===== src/rtl/mbist_pkg.sv =====
// March C- BIST definitions shared by the controller and its response checker.
// Holds the controller state enum, the 3-bit element encoding E0..E5, and
// per-element lookup functions:
//   - sweep direction
//   - ops per address
//   - read/write kind of each op
//   - background bit of each op
package mbist_pkg;

  typedef enum logic [2:0] {
    IDLE  = 3'd0,
    PREP  = 3'd1,
    RUN   = 3'd2,
    DRAIN = 3'd3,
    DONE  = 3'd4
  } state_t;

  // March C- elements:
  //   E0 up(w0)      E1 up(r0,w1)   E2 up(r1,w0)
  //   E3 down(r0,w1) E4 down(r1,w0) E5 up(r0)
  typedef enum logic [2:0] {
    E0 = 3'd0,
    E1 = 3'd1,
    E2 = 3'd2,
    E3 = 3'd3,
    E4 = 3'd4,
    E5 = 3'd5
  } elem_t;

  // 1 = address sweep runs CAPACITY..0.
  function automatic logic elem_down(input elem_t e);
    return (e == E3) || (e == E4);
  endfunction

  // Ops issued per address within the element.
  function automatic logic [1:0] elem_nops(input elem_t e);
    return ((e == E0) || (e == E5)) ? 2'd1 : 2'd2;
  endfunction

  // 1 = write.
  // In the two-op elements, op 0 is the read and op 1 the write.
  function automatic logic op_is_write(input elem_t e, input logic op);
    logic wr;
    case (e)
      E0:      wr = 1'b1;
      E5:      wr = 1'b0;
      default: wr = op;
    endcase
    return wr;
  endfunction

  // Background bit of the op: data written, or data expected on a read.
  function automatic logic op_value(input elem_t e, input logic op);
    logic v;
    case (e)
      E1, E3:  v = op;        // r0, w1
      E2, E4:  v = ~op;       // r1, w0
      default: v = 1'b0;      // w0 / r0
    endcase
    return v;
  endfunction

endpackage


===== src/rtl/mbist_resp_cmp.sv =====
// Read-response checker for the March controller.
// Every issued read enters a 2-stage shift register of
// {valid, expected, addr, elem}. This lines it up with mem_rdata two cycles
// later, where it is compared against the memory's answer.
// Ports:
//   clk, rst         clock, async active-high reset
//   clear            wipes status and pipeline when a new run is accepted
//   push             a read is issued this cycle
//   push_data        expected read data of that read
//   push_addr        address of that read
//   push_elem        March element of that read
//   rdata            memory read data
//   fail             sticky mismatch flag
//   fail_count       saturating mismatch count
//   first_fail_addr  address of the first mismatch
//   first_fail_elem  element of the first mismatch
//   first_fail_data  rdata of the first mismatch
module mbist_resp_cmp
  import mbist_pkg::*;
#(
  parameter int DATA_WIDTH = 8,
  parameter int ADDR_WIDTH = 4,
  parameter int CNT_WIDTH  = 16
) (
  input  logic                  clk,
  input  logic                  rst,
  input  logic                  clear,
  input  logic                  push,
  input  logic [DATA_WIDTH-1:0] push_data,
  input  logic [ADDR_WIDTH-1:0] push_addr,
  input  logic [2:0]            push_elem,
  input  logic [DATA_WIDTH-1:0] rdata,
  output logic                  fail,
  output logic [CNT_WIDTH-1:0]  fail_count,
  output logic [ADDR_WIDTH-1:0] first_fail_addr,
  output logic [2:0]            first_fail_elem,
  output logic [DATA_WIDTH-1:0] first_fail_data
);

  logic                  v1, v2;
  logic [DATA_WIDTH-1:0] d1, d2;
  logic [ADDR_WIDTH-1:0] a1, a2;
  logic [2:0]            e1, e2;
  logic                  mismatch;

  assign mismatch = v2 && (rdata != d2);

  always_ff @(posedge clk or posedge rst) begin
    if (rst) begin
      v1 <= 1'b0; d1 <= '0; a1 <= '0; e1 <= '0;
      v2 <= 1'b0; d2 <= '0; a2 <= '0; e2 <= '0;
      fail            <= 1'b0;
      fail_count      <= '0;
      first_fail_addr <= '0;
      first_fail_elem <= '0;
      first_fail_data <= '0;
    end else if (clear) begin
      v1 <= 1'b0; d1 <= '0; a1 <= '0; e1 <= '0;
      v2 <= 1'b0; d2 <= '0; a2 <= '0; e2 <= '0;
      fail            <= 1'b0;
      fail_count      <= '0;
      first_fail_addr <= '0;
      first_fail_elem <= '0;
      first_fail_data <= '0;
    end else begin
      v1 <= push;
      d1 <= push_data;
      a1 <= push_addr;
      e1 <= push_elem;
      v2 <= v1;
      d2 <= d1;
      a2 <= a1;
      e2 <= e1;
      if (mismatch) begin
        fail <= 1'b1;
        if (fail_count != '1) fail_count <= fail_count + CNT_WIDTH'(1);
        // The sticky flag is still low only on the first mismatch of the run.
        if (!fail) begin
          first_fail_addr <= a2;
          first_fail_elem <= e2;
          first_fail_data <= rdata;
        end
      end
    end
  end

endmodule


===== src/rtl/mbist_march_ctrl.sv =====
// March C- memory BIST controller.
// It drives one memory op per cycle with no bubbles. The response checker
// compares returned read data against the expected background.
//
// Start/status contract:
//   - start is a one-cycle pulse.
//   - It is accepted only in IDLE or DONE; a pulse while busy is dropped.
//   - busy covers PREP..DRAIN.
//   - done holds in DONE until the next accepted start.
//
// Memory contract:
//   - A write issued in cycle k stores the wdata shown in cycle k-1, so
//     mem_wdata always carries the data of the next cycle's op.
//   - Read data returns two cycles after its read is issued.
//
// Ports:
//   clk, rst          clock, async active-high reset
//   start             run request pulse
//   busy, done        run status
//   fail, fail_count  mismatch status of the current run
//   first_fail_*      diagnostics of the first mismatch
//   mem_write_read    1 = write, 0 = read
//   mem_address       memory address
//   mem_wdata         write data, one cycle ahead of its write
//   mem_rdata         memory read data
module mbist_march_ctrl
  import mbist_pkg::*;
#(
  parameter int DATA_WIDTH = 8,
  parameter int ADDR_WIDTH = 4,
  parameter int CAPACITY   = 15,
  parameter int CNT_WIDTH  = 16
) (
  input  logic                  clk,
  input  logic                  rst,
  input  logic                  start,
  output logic                  busy,
  output logic                  done,
  output logic                  fail,
  output logic [CNT_WIDTH-1:0]  fail_count,
  output logic [ADDR_WIDTH-1:0] first_fail_addr,
  output logic [2:0]            first_fail_elem,
  output logic [DATA_WIDTH-1:0] first_fail_data,
  output logic                  mem_write_read,
  output logic [ADDR_WIDTH-1:0] mem_address,
  output logic [DATA_WIDTH-1:0] mem_wdata,
  input  logic [DATA_WIDTH-1:0] mem_rdata
);

  localparam logic [ADDR_WIDTH-1:0] CAP_ADDR = ADDR_WIDTH'(CAPACITY);

  state_t                state, state_nxt;
  elem_t                 elem, elem_nxt, step_elem;
  logic [ADDR_WIDTH-1:0] addr, addr_nxt, step_addr;
  logic                  op, op_nxt, step_op;
  logic                  drain_cnt, drain_nxt;
  logic                  last_op, at_end, last_run, accept;
  logic                  cur_wr, push;
  logic [DATA_WIDTH-1:0] push_data;

  // Position of the op that follows the current one.
  // End of sweep is a compare against the final address, never a wrap.
  always_comb begin
    last_op   = (elem_nops(elem) == 2'd1) || op;
    at_end    = elem_down(elem) ? (addr == '0) : (addr == CAP_ADDR);
    last_run  = (elem == E5) && last_op && at_end;
    step_elem = elem;
    step_addr = addr;
    step_op   = 1'b0;
    if (!last_op) begin
      step_op = 1'b1;
    end else if (!at_end) begin
      step_addr = elem_down(elem) ? addr - ADDR_WIDTH'(1) : addr + ADDR_WIDTH'(1);
    end else begin
      step_elem = elem_t'(elem + 3'd1);
      step_addr = elem_down(step_elem) ? CAP_ADDR : '0;
    end
  end

  always_ff @(posedge clk or posedge rst) begin
    if (rst) begin
      state     <= IDLE;
      elem      <= E0;
      addr      <= '0;
      op        <= 1'b0;
      drain_cnt <= 1'b0;
    end else begin
      state     <= state_nxt;
      elem      <= elem_nxt;
      addr      <= addr_nxt;
      op        <= op_nxt;
      drain_cnt <= drain_nxt;
    end
  end

  always_comb begin
    state_nxt = state;
    elem_nxt  = elem;
    addr_nxt  = addr;
    op_nxt    = op;
    drain_nxt = drain_cnt;
    accept    = 1'b0;
    case (state)
      IDLE, DONE: begin
        if (start) begin
          state_nxt = PREP;
          accept    = 1'b1;
        end
      end
      PREP: begin
        state_nxt = RUN;
        elem_nxt  = E0;
        addr_nxt  = '0;
        op_nxt    = 1'b0;
      end
      RUN: begin
        if (last_run) begin
          state_nxt = DRAIN;
          drain_nxt = 1'b0;
        end else begin
          elem_nxt = step_elem;
          addr_nxt = step_addr;
          op_nxt   = step_op;
        end
      end
      DRAIN: begin
        drain_nxt = 1'b1;
        if (drain_cnt) state_nxt = DONE;
      end
      default: state_nxt = IDLE;
    endcase
  end

  always_comb begin
    cur_wr         = op_is_write(elem, op);
    busy           = (state == PREP) || (state == RUN) || (state == DRAIN);
    done           = (state == DONE);
    mem_write_read = (state == RUN) && cur_wr;
    mem_address    = (state == RUN) ? addr : '0;
    mem_wdata      = '0;
    if (state == PREP)
      mem_wdata = {DATA_WIDTH{op_value(E0, 1'b0)}};
    else if ((state == RUN) && !last_run)
      mem_wdata = {DATA_WIDTH{op_value(step_elem, step_op)}};
    // PREP and DRAIN filler reads are never pushed, so their data is ignored.
    push      = (state == RUN) && !cur_wr;
    push_data = {DATA_WIDTH{op_value(elem, op)}};
  end

  mbist_resp_cmp #(
    .DATA_WIDTH (DATA_WIDTH),
    .ADDR_WIDTH (ADDR_WIDTH),
    .CNT_WIDTH  (CNT_WIDTH)
  ) u_resp_cmp (
    .clk             (clk),
    .rst             (rst),
    .clear           (accept),
    .push            (push),
    .push_data       (push_data),
    .push_addr       (addr),
    .push_elem       (elem),
    .rdata           (mem_rdata),
    .fail            (fail),
    .fail_count      (fail_count),
    .first_fail_addr (first_fail_addr),
    .first_fail_elem (first_fail_elem),
    .first_fail_data (first_fail_data)
  );

endmodule


===== config.mk =====
export PLATFORM = sky130hd
export DESIGN_NAME = mbist_march_ctrl
export DESIGN_NICKNAME = d
export VERILOG_FILES = /design/src/rtl/mbist_pkg.sv /design/src/rtl/mbist_resp_cmp.sv /design/src/rtl/mbist_march_ctrl.sv
export SDC_FILE = /design/constraint.sdc
export NUM_CORES = 1
export LEC_CHECK = 0
export ABC_AREA = 1
export CAP_MARGIN = 20
export CORE_UTILIZATION = 33
export CTS_BUF_LIST = sky130_fd_sc_hd__clkbuf_2
export CTS_CLUSTER_DIAMETER = 60
export CTS_CLUSTER_SIZE = 16
export DETAILED_ROUTE_END_ITERATION = 10
export PLACE_DENSITY = 0.5
export SLEW_MARGIN = 20
export SYNTH_ARGS = -nofsm -noshare
export SYNTH_HDL_FRONTEND = slang
export SYNTH_SLANG_ARGS = --single-unit

===== constraint.sdc =====
create_clock -name clk -period 5 [get_ports clk]
set_input_delay 1 -clock clk [delete_from_list [all_inputs] [get_ports clk]]
set_output_delay 1 -clock clk [all_outputs]
set_load 0.01 [all_outputs]

Yosys cells after proc, flatten, opt, wreduce, memory -nomap -nowiden

Index checks and enable logic that the tools add are counted.

Register bits after elaboration: 76
Bits of input ports: 11
Word-level logic and storage cells: 131

Add/subtract/negate cells: 4
Eq/ne operators: 25
Mux-type cells: 51
Bitwise logic cells: 1
Reductions and logical operators: 32

Operators by type and width:

| kind                    | count |
|---|---|
| $mux W8                 | 7 |
| $mux W16                | 3 |
| $mux W4                 | 11 |
| $mux W3                 | 11 |
| $eq A3 B2 Y1 const B    | 7 |
| $add A16 B1 Y16 const B | 1 |
| $ne A16 B16 Y1 const B  | 1 |
| $eq A3 B3 Y1 const B    | 5 |
| $ne A2 B2 Y1 const B    | 6 |
| $pmux W3 S4             | 1 |
| $mux W1                 | 10 |
| $pmux W1 S2             | 5 |
| $reduce_or A2 Y1        | 5 |
| $eq A3 B1 Y1 const B    | 3 |
| $ne A8 B8 Y1            | 1 |
| $pmux W4 S2             | 1 |
| $reduce_and A2 Y1       | 4 |
| $reduce_bool A2 Y1      | 4 |
| $logic_and A1 B1 Y1     | 6 |
| $logic_not A3 Y1        | 2 |
| $logic_or A1 B1 Y1      | 6 |
| $pmux W3 S2             | 1 |
| $reduce_and A3 Y1       | 2 |
| $add A4 B1 Y4 const B   | 1 |
| 8 further kinds         | 9 |

Depth between registers and ports, before layout

Gate-level depths: netlist (run 1).

Depth after elaboration: 11
Gate-level depth with buffers: 14
Depth with buffers taken out: 14

Cells and area by module

From an unflattened synthesis (run 1), not the netlist that was laid out.

Cell total of the unflattened synthesis: 544
Area total of the unflattened synthesis: 4156.5 µm²

Modules (own cells, without submodules):

| module           | times used | cells each | area an instance (µm²) | seq. area each (µm²) |
|---|---|---|---|---|
| mbist_resp_cmp   | 1          | 386        | 3025.4                 | 1601.5 |
| mbist_march_ctrl | 1          | 158        | 1131.1                 | 300.3 |

Worst setup path after synthesis (run 1)

OpenSTA, ideal clock, no wires.

Path kind: register to output
Start: reg elem[0]
End: out mem_wdata[1]
Arrival: 2025 ps
Data required time: 4000 ps
Setup slack: 1975 ps
Cell stages (with the launch flop): 14
Buffers on the path: 1
Cells stage by stage: dfrtp_1 > inv_1 > ha_1 > inv_1 > nand2_1 > nand2_2 > nand2_2 > nand3_1 > nand2_1 > nand2_1 > nand2_1 > a21oi_1 > nor2_1 > buf_4

Word-level cells in the longest chain between the ends: 11

RTL lines:

| what                                                 | line                                           | source |
|---|---|---|
| from (decl)                                          | mbist_march_ctrl.sv:53                         | `elem_t elem, elem_nxt, step_elem;` |
| from (signal assigned)                               | mbist_march_ctrl.sv:89                         | `elem <= elem_nxt;` |
| $eq A3 B3 Y1 or $logic_not A3 Y1 (tied branches)     | mbist_pkg.sv:37, mbist_march_ctrl.sv:66        |  |
| $logic_or A1 B1 Y1                                   | mbist_pkg.sv:37                                | `return ((e == E0) \|\| (e == E5)) ? 2'd1 : 2'd2;` |
| $mux W2                                              | mbist_pkg.sv:37                                |  |
| $eq A2 B1 Y1                                         | mbist_march_ctrl.sv:64                         | `last_op = (elem_nops(elem) == 2'd1) \|\| op;` |
| $logic_or A1 B1 Y1                                   | mbist_march_ctrl.sv:64                         |  |
| $mux W3 or $logic_and A1 B1 Y1 (tied branches)       | mbist_march_ctrl.sv:70, mbist_march_ctrl.sv:66 |  |
| $eq A3 B2 Y1, or another cell as far along           | mbist_pkg.sv:55                                | `case (e)` |
| $reduce_or A2 Y1 or $logic_not A1 Y1 (tied branches) | mbist_pkg.sv:55, mbist_march_ctrl.sv:143       |  |
| $pmux W1 S2 or $logic_and A1 B1 Y1 (tied branches)   | mbist_pkg.sv:55, mbist_march_ctrl.sv:143       |  |
| $mux W8 *                                            | mbist_march_ctrl.sv:143                        | `else if ((state == RUN) && !last_run)` |
| $mux W8 *                                            | mbist_march_ctrl.sv:141                        | `if (state == PREP)` |
| to (decl)                                            | mbist_march_ctrl.sv:46                         | `output logic [DATA_WIDTH-1:0] mem_wdata,` |

Every way passes the cells marked *; elsewhere a longest branch is shown, timed or not.

Worst setup path after layout (run 1)

Start: reg elem[0]
End: out mem_wdata[0]

Same word-level chain as after synthesis.

==> summary.txt, run 1 <==
Run status
  – Status: finished, final reports clean

Clock network
  – Clock Path Buffers: 2
  – CTS buffer count: 9
  – Worst skew pair latency: approximately 0.47 ns
  – TritonCTS Sinks: 62
  – CTS tree: done
  – H-tree depth: 3
  – CTS resizes: 0
  – Post-CTS setup buffer count: 0
  – Cts hold-fix bufs: 0
  – Clock transition at the registers of the reported paths: around 0.18 ns
  – Clock root buffer: clkbuf_2

Layout
  – Share of layout cells above drive strength 1: 9.28%
  – Inserted Diodes: 0
  – Fillcell total: ~1000
  – Fin nets: 500
  – Synth-to-Final Area Change: 22.8%

Worst setup path
  – Critical path class: flop to output pin
  – Arrival time worst endpoint: 3.20 ns
  – Crit Path Max Fanout: 8
  – CP endpoint kind: output pin
  – Startpoint Class: flop
  – Worst R2R Path Depth: 6
  – WP data required: roughly 4.0 ns

STA
  – Clk_skew: about 0.031 ns
  – Final hold violation count: 0
  – Hold WS: slightly below 0.5 ns
  – Final Max Slew Viols: 0
  – Worst slew pin tran: 1.04 ns
  – Setup TNS: 0 ns
  – Slew margin rel.: about 30%
  – Top achievable clock speed: ~240 MHz
  – Period minus WS final: 4.20 ns
  – Final Cycle Share: around 84%
  – RSZ-0062 raised after global routing: no
  – # setup viols final: 0

Global route
  – Maximum number of pins on one net before global-route repair: between 40 and 50
  – Vias in the first global route: roughly 2800
  – GRT Util Overall: between 10% and 20%
  – Initial antenna violation count: 0
  – Grt total ovfl: 0
  – Global-route wire length before repair: 13400 microns

Drt
  – Vias: between 2000 and 3000
  – Drt via density: about 4.6
  – Pre-antenna DRT Iters: 4
  – Routed len/inst: 12.4 microns
  – Number of remaining DRC errors: 0
  – Routed WL: approximately 7700 microns
  – First-iteration detailed-routing DRC count: 130
  – Antenna-violating nets left: 0

Placement
  – Buffers on Ports: 57
  – Hpwl dp: about 5400 microns
  – GP Congestion: roughly 0.91

Pwr
  – Cell Pwr Density: ~510 nW/um^2
  – Leak: between 2 and 2.5 nW
  – Flop pwr share: 31.9%
  – Comb pwr share: roughly 49%
  – Switching Share: a little over two fifths
  – Pint: roughly 1.3 mW
  – Clk network pwr share: 18.7%
  – Sw Pwr: 0.903 mW
  – Worst VDD drop: around 290 uV

Floorplan
  – Ports: 58
  – Die Area: 10800 sq um
  – Die width: 104 microns
  – Total core area: 9910 sq um
  – Effective utilization at floorplan: 34.6%
  – DIE HEIGHT: 104 microns
  – Site row count: 36

Logic synthesis
  – Synth Register Bits: 62
  – Post-synth top cells: 79 x nand2_1, 62 x dfrtp_1, 60 x inv_1
  – Most frequent cell after synthesis: nand2_1
  – Synth Area per Inst: 8.00 sq um
  – Ranking of synthesized cells by area: dfrtp_1 45%, nand2_1 8.7%, nand3_1 8.3%, inv_1 6.6%, nor2_1 5.0%
  – Syn_nets: 448
  – Synth area leader: dfrtp_1
  – Asr flop ratio synth: 100%
  – Top cell type's share of synthesized area: between 40% and 50%
  – Synth Flop Type: dfrtp_1
  – Synth warn: 0
  – Number of unique standard cell types used by synthesis: 34
  – Synth Cell Area: around 3400 sq um
  – Sequential-to-total area share from yosys stat: 45.3%
  – Mapped Cells: between 400 and 500
  – Post-synth EDFFs: 0

Worst hold path
  – Hold Crit Class: flop to flop
  – Min-Delay Path Depth: 2

Run
  – Max-cap violations: 0
## cell type report
cell class	instances	area [sq um]	area share (%)
Sequential cell	62	1550	36.9
Multi-Input combinational cell	282	1500	35.8
Timing Repair Buffer	58	578	13.7
Inverter	67	254	6.04
Tap cell	133	166	3.96
Clock inverter	5	97.6	2.32
Clock buffer	11	55.1	1.31
## metal layers
layer  routed length, microns  global-route usage, %  up-vias
met2                     3450                   24.0       52
met3                      278                   4.07        4
met1                     3880                   20.6     1350
met5                        0                      0        -
li1                         -                      -     1454
met4                       70                   5.31        0
## cells in the final DEF (no fill, tap or decap), types with 2 or more instances in the layout
cell type	netlist	routed
o21ai_1	6	6
nand2_2	8	8
nor3_1	6	6
inv_1	60	59
a21oi_1	5	5
nand2_4	4	4
o21ai_0	19	19
xnor2_1	3	3
clkbuf_2	0	11
nor2_2	3	3
inv_2	5	6
dfrtp_1	62	62
clkdlybuf4s50_1	0	57
bufinv_16	0	3
nand2_1	79	79
nand3_1	57	57
nand4_1	6	6
nand3b_1	5	5
o22ai_1	4	4
nor2_4	2	2
nor2_1	46	46
clkinv_1	1	3
xor2_1	13	13
ha_1	8	8
## critical path, stage by stage (launching register included)
cell             delay [ns]
dfrtp_1                0.45
inv_1                  0.17
ha_1                   0.24
inv_1                  0.05
nand2_1                0.09
nand2_2                0.09
nand2_2                0.14
nand3_1                0.17
nand2_1                0.12
nand2_1                0.08
nand2_1                0.06
a21oi_1                0.06
nor2_1                 0.38
clkdlybuf4s50_1        0.65
## power by group through the flow
stage	clock (mW)	combinational [mW]	sequential (mW)
floorplan	0	0.764	0.702
global placement	0	1.07	0.701
detailed placement	0	1.07	0.702
CTS	0.423	1.08	0.690
global route	0.443	1.20	0.704
finish	0.406	1.07	0.690
## worst paths after layout
check / slack, ns / from / end
worst max register to register: 2.62 / state[0] / u_resp_cmp.first_fail_data[7]
worst max-delay path: 0.80 / elem[0] / mem_wdata[0]
worst min-delay path: 0.48 / u_resp_cmp.v1 / u_resp_cmp.v2
min in group asynchronous: 0.98 / rst / u_resp_cmp.fail_count[3]
worst min register to register: 0.48 / u_resp_cmp.v1 / u_resp_cmp.v2
max in group asynchronous: 3.14 / rst / u_resp_cmp.fail_count[10]
## kinds of logic (layout without fill, tap and decap cells)
logic type      count (synthesis)  count (layout)  share of synthesized area (%)
flops                          62              62                           45.3
simple gates                  221             221                           30.7
xor+xnor                       16              16                           4.09
buf+inv                        84             141                           10.8
fa+ha+maj                       9               9                           3.51
compound gates                 36              36                           5.59
## through the flow
step / area, sq um / power [mW] / instances / utilization (%) / setup WS, ns
floorplan: 3430 / 1.47 / 428 / - / 1.97
CTS: 4210 / 2.20 / 618 / 42.4 / 0.752
global placement: 4050 / 1.77 / 602 / 40.9 / 1.42
detailed placement: 4050 / 1.77 / 602 / 40.9 / 1.35
finish: 4210 / 2.16 / 618 / 42.4 / 0.800
global route: 4210 / 2.35 / 618 / 42.4 / 0.455
## flip-flops by register name (all words and copies together) (netlist names)
signal	count
u_resp_cmp.d2	1
u_resp_cmp.e1	3
op	1
u_resp_cmp.a2	4
state	3
u_resp_cmp.first_fail_data	8
u_resp_cmp.first_fail_elem	3
u_resp_cmp.v1	1
u_resp_cmp.fail	1
u_resp_cmp.d1	1
addr	4
drain_cnt	1
elem	3
u_resp_cmp.v2	1
u_resp_cmp.a1	4
u_resp_cmp.first_fail_addr	4
u_resp_cmp.e2	3
u_resp_cmp.fail_count	16
Note: power is estimated with default switching activity, not from simulation.
==> run 2, diff against run 1 <==
==> constraint.sdc (replaced) <==
create_clock -name clk -period 4.01 [get_ports clk]
set_input_delay 0.802 -clock clk [delete_from_list [all_inputs] [get_ports clk]]
set_output_delay 0.802 -clock clk [all_outputs]
set_load 0.01 [all_outputs]
==> summary.txt, run 2 (synthesized netlist as in run 1, its figures left out) <==
STA
  – RSZ-0062 raised after global routing: no (unchanged)
  – Slew margin rel.: 45.2% (was 30.2%)
  – Period minus WS final: 3.71 ns
  – Final hold violation count: 0 (unchanged)
  – Top achievable clock speed: 270 MHz
  – Final Cycle Share: between 90 and 100%
  – # setup viols final: 0 (unchanged)
  – Clk_skew: 0.0340 ns (was 0.0311 ns)
  – Final Max Slew Viols: 0 (unchanged)
  – Setup TNS: 0 ns (unchanged)
  – Worst slew pin tran: 0.821 ns (was 1.04 ns)

Layout
  – Fin nets: 504 (was 500)
  – Leading cell type in the layout, fill and taps excluded: nand2_1 (unchanged)
  – Commonest non-fill, non-tap cells in the layout: 79 x nand2_1, 62 x dfrtp_1, 57 x inv_1, 57 x nand3_1, 55 x clkdlybuf4s50_1 (was 79 x nand2_1, 62 x dfrtp_1, 59 x inv_1)
  – Inserted Diodes: 0 (unchanged)
  – Largest register FFs: 16 (unchanged)
  – Share of layout cells above drive strength 1: 11.0% (was 9.28%)
  – Synth-to-Final Area Change: 23.2% (was 22.8%)
  – Largest Register: u_resp_cmp.fail_count (unchanged)
  – Fin util: 42.6% (was 42.4%)
  – Top flop regs: u_resp_cmp.fail_count (16), u_resp_cmp.first_fail_data (8) (unchanged)
  – Fillcell total: 1026 (was 999)

Drt
  – Antenna-violating nets left: 0 (unchanged)
  – Drt via density: 4.62 (was 4.63)
  – Vias: 2872 (was 2860)
  – Pre-antenna DRT Iters: 4 (unchanged)
  – First-iteration detailed-routing DRC count: 129 (was 130)
  – Routed WL: 7600 microns (was 7680 microns)
  – Number of remaining DRC errors: 0 (unchanged)
  – Routed len/inst: 12.2 microns (was 12.4 microns)

Placement
  – Buffers on Ports: 57 (unchanged)
  – GP Congestion: 0.836 (was 0.909)
  – Hpwl dp: 5370 microns (was 5380 microns)

Worst setup path
  – Delay-heaviest family, CP: simple AND/OR/NAND/NOR gates (unchanged)
  – WP data required: 3.21 ns (was 4.00 ns)
  – Startpoint Class: flop (unchanged)
  – Slowest CP cell: clkdlybuf4s50_1 (unchanged)
  – Critical-path cell list: inv_2 -> ha_1 -> inv_1 -> nand2_1 -> nand2_2 -> nand2_2 -> nand3_1 -> nand2_1 -> nand2_1 -> nand2_1 -> a21oi_1 -> nor2_4 -> clkdlybuf4s50_1 (was inv_1 -> ha_1 -> inv_1 -> nand2_1 -> nand2_2 -> nand2_2 -> nand3_1 -> nand2_1 -> nand2_1 -> nand2_1 -> a21oi_1 -> nor2_1 -> clkdlybuf4s50_1)
  – CP endpoint kind: output pin (unchanged)
  – Crit Path Max Fanout: 8 (unchanged)
  – Arrival time worst endpoint: 2.91 ns (was 3.20 ns)
  – Critical path's most frequent cell: nand2_1 (unchanged)
  – Crit path buffers/inverters: 3 (unchanged)
  – Critical path class: flop to output pin (unchanged)
  – Critical Path Max Stage Delay: 0.57 ns (was 0.65 ns)

Run
  – Max-cap violations: 0 (unchanged)

Worst hold path
  – Hold Crit Class: flop to flop (unchanged)

Clock network
  – Post-CTS setup buffer count: 0 (unchanged)
  – TritonCTS Sinks: 62 (unchanged)
  – H-tree depth: 3 (unchanged)
  – Clock Path Buffers: 2 (unchanged)
  – Clock transition at the registers of the reported paths: 0.21 ns (was 0.18 ns)
  – Clock root buffer: clkbuf_2 (unchanged)
  – CTS tree: done (unchanged)
  – CTS buffer count: 9 (unchanged)
  – Worst skew pair latency: 0.49 ns (was 0.47 ns)
  – Cts hold-fix bufs: 0 (unchanged)

Global route
  – Grt total ovfl: 0 (unchanged)
  – GRT met3 Usage: 4.01% (was 4.07%)
  – GRT Util Overall: 15.1% (was 15.4%)
  – Global routing met2 resource utilization: 23.4% (was 24.0%)
  – Maximum number of pins on one net before global-route repair: 49 (unchanged)
  – Vias in the first global route: 2757 (was 2789)
  – Met1 GRT Util: 20.3% (was 20.6%)
  – Initial antenna violation count: 0 (unchanged)
  – Global-route wire length before repair: 13300 microns (was 13400 microns)
  – Busiest grt layer: met2 (unchanged)

Floorplan
  – Site row count: 36 (unchanged)
  – Total core area: 9910 sq um (unchanged)
  – Die Area: 10800 sq um (unchanged)
  – Ports: 58 (unchanged)
  – DIE HEIGHT: 104 microns (unchanged)
  – Effective utilization at floorplan: 34.6% (unchanged)
  – Die width: 104 microns (unchanged)

Pwr
  – Worst VDD drop: 327 uV (was 285 uV)
  – Cell Pwr Density: 624 nW/um^2 (was 514 nW/um^2)
  – Leak: 2.06 nW (was 2.03 nW)

Run status
  – Status: finished, final reports clean (unchanged)
run 2: cell count changes in the layout (fill, tap and decap cells not counted), sizes merged:
cell           before  now
dlymetal6s2s        0    2
clkbuf             11    9
clkinvlp            0    2
inv                66   69
clkdlybuf4s50      57   55
buf                 1    5
bufinv              3    1
clkinv              3    2
run 2: worst register-to-register path: cells and delay by family (launching register included):
| family | cells | cell delay, ns |
|---|---|---|
| compound gates | 2 | 0.24 |
| xor+xnor | 1 | 0.19 |
| fa+ha+maj | 2 | 0.56 |
| buf+inv | 1 | 0.09 |
| flops | 1 | 0.45 |
| simple gates | 5 | 0.41 |
run 2: layout make-up:
cell class / count / area [sq um] / share of cell area, %
flip-flops and latches: 62 / 1550 / 36.8
multi-input cells: 282 / 1510 / 35.8
repair buffers: 62 / 613 / 14.5
inverters: 67 / 254 / 6.02
well taps: 133 / 166 / 3.94
clock inverters: 7 / 80.1 / 1.90
clock buffers: 9 / 45.0 / 1.07
run 2: repair_timing:
| item | in CTS | in global routing |
|---|---|---|
| pin swaps | 0 | 1 |
| endpoints found under the setup margin | 8 | 8 |
| resized for setup | 1 | 5 |
run 2: power breakdown:
| group | switching (mW) | total (mW) | leakage (nW) | internal (mW) |
|---|---|---|---|---|
| Combinational | 0.815 | 1.36 | 1.14 | 0.542 |
| Clock | 0.263 | 0.414 | 0.0695 | 0.151 |
| Sequential | 0.0902 | 0.861 | 0.847 | 0.771 |
| Total | 1.17 | 2.63 | 2.06 | 1.46 |
run 2: worst paths after layout:
kind | from | endpoint | slack (ns) | cells past startpoint
setup / recovery | elem[0] | mem_wdata[5] | 0.30 | 13
hold / removal | u_resp_cmp.e1[0] | u_resp_cmp.e2[0] | 0.44 | 2
setup reg to reg | elem[0] | addr[3] | 2.02 | 11
hold reg to reg | u_resp_cmp.e1[0] | u_resp_cmp.e2[0] | 0.44 | 2
max in group asynchronous | rst | u_resp_cmp.e2[1] | 2.53 | 3
min in group asynchronous | rst | u_resp_cmp.fail_count[9] | 0.75 | 2
run 2: through the flow:
step           total power [mW]  hold WS, ns  setup slack (ns)  area (sq um)  instances
6_report                   2.63        0.444             0.302          4220        622
5_1_grt                    2.87        0.453            0.0239          4220        622
4_1_cts                    2.66        0.437            0.0765          4210        622
3_5_place_dp               2.22        0.457             0.519          4080        606
3_3_place_gp               2.22        0.452             0.620          4080        606
2_1_floorplan              1.83        0.438              1.18          3430        428
run 2: metal layers:
layer | part of all wire (%) | vias to the layer above
met1 | 49 | 1339
met3 | 4.3 | 8
met5 | 0 | -
met4 | 1.0 | 0
met2 | 46 | 54
li1 | - | 1471
==> run 3, diff against run 2 <==
--- a/config.mk
+++ b/config.mk
@@ -17,3 +17,4 @@
 export SYNTH_ARGS = -nofsm -noshare
 export SYNTH_HDL_FRONTEND = slang
 export SYNTH_SLANG_ARGS = --single-unit
+export TNS_END_PERCENT = 5
==> results of run 3 <==
The final DEF is identical to that of run 2; final timing and power are the same.
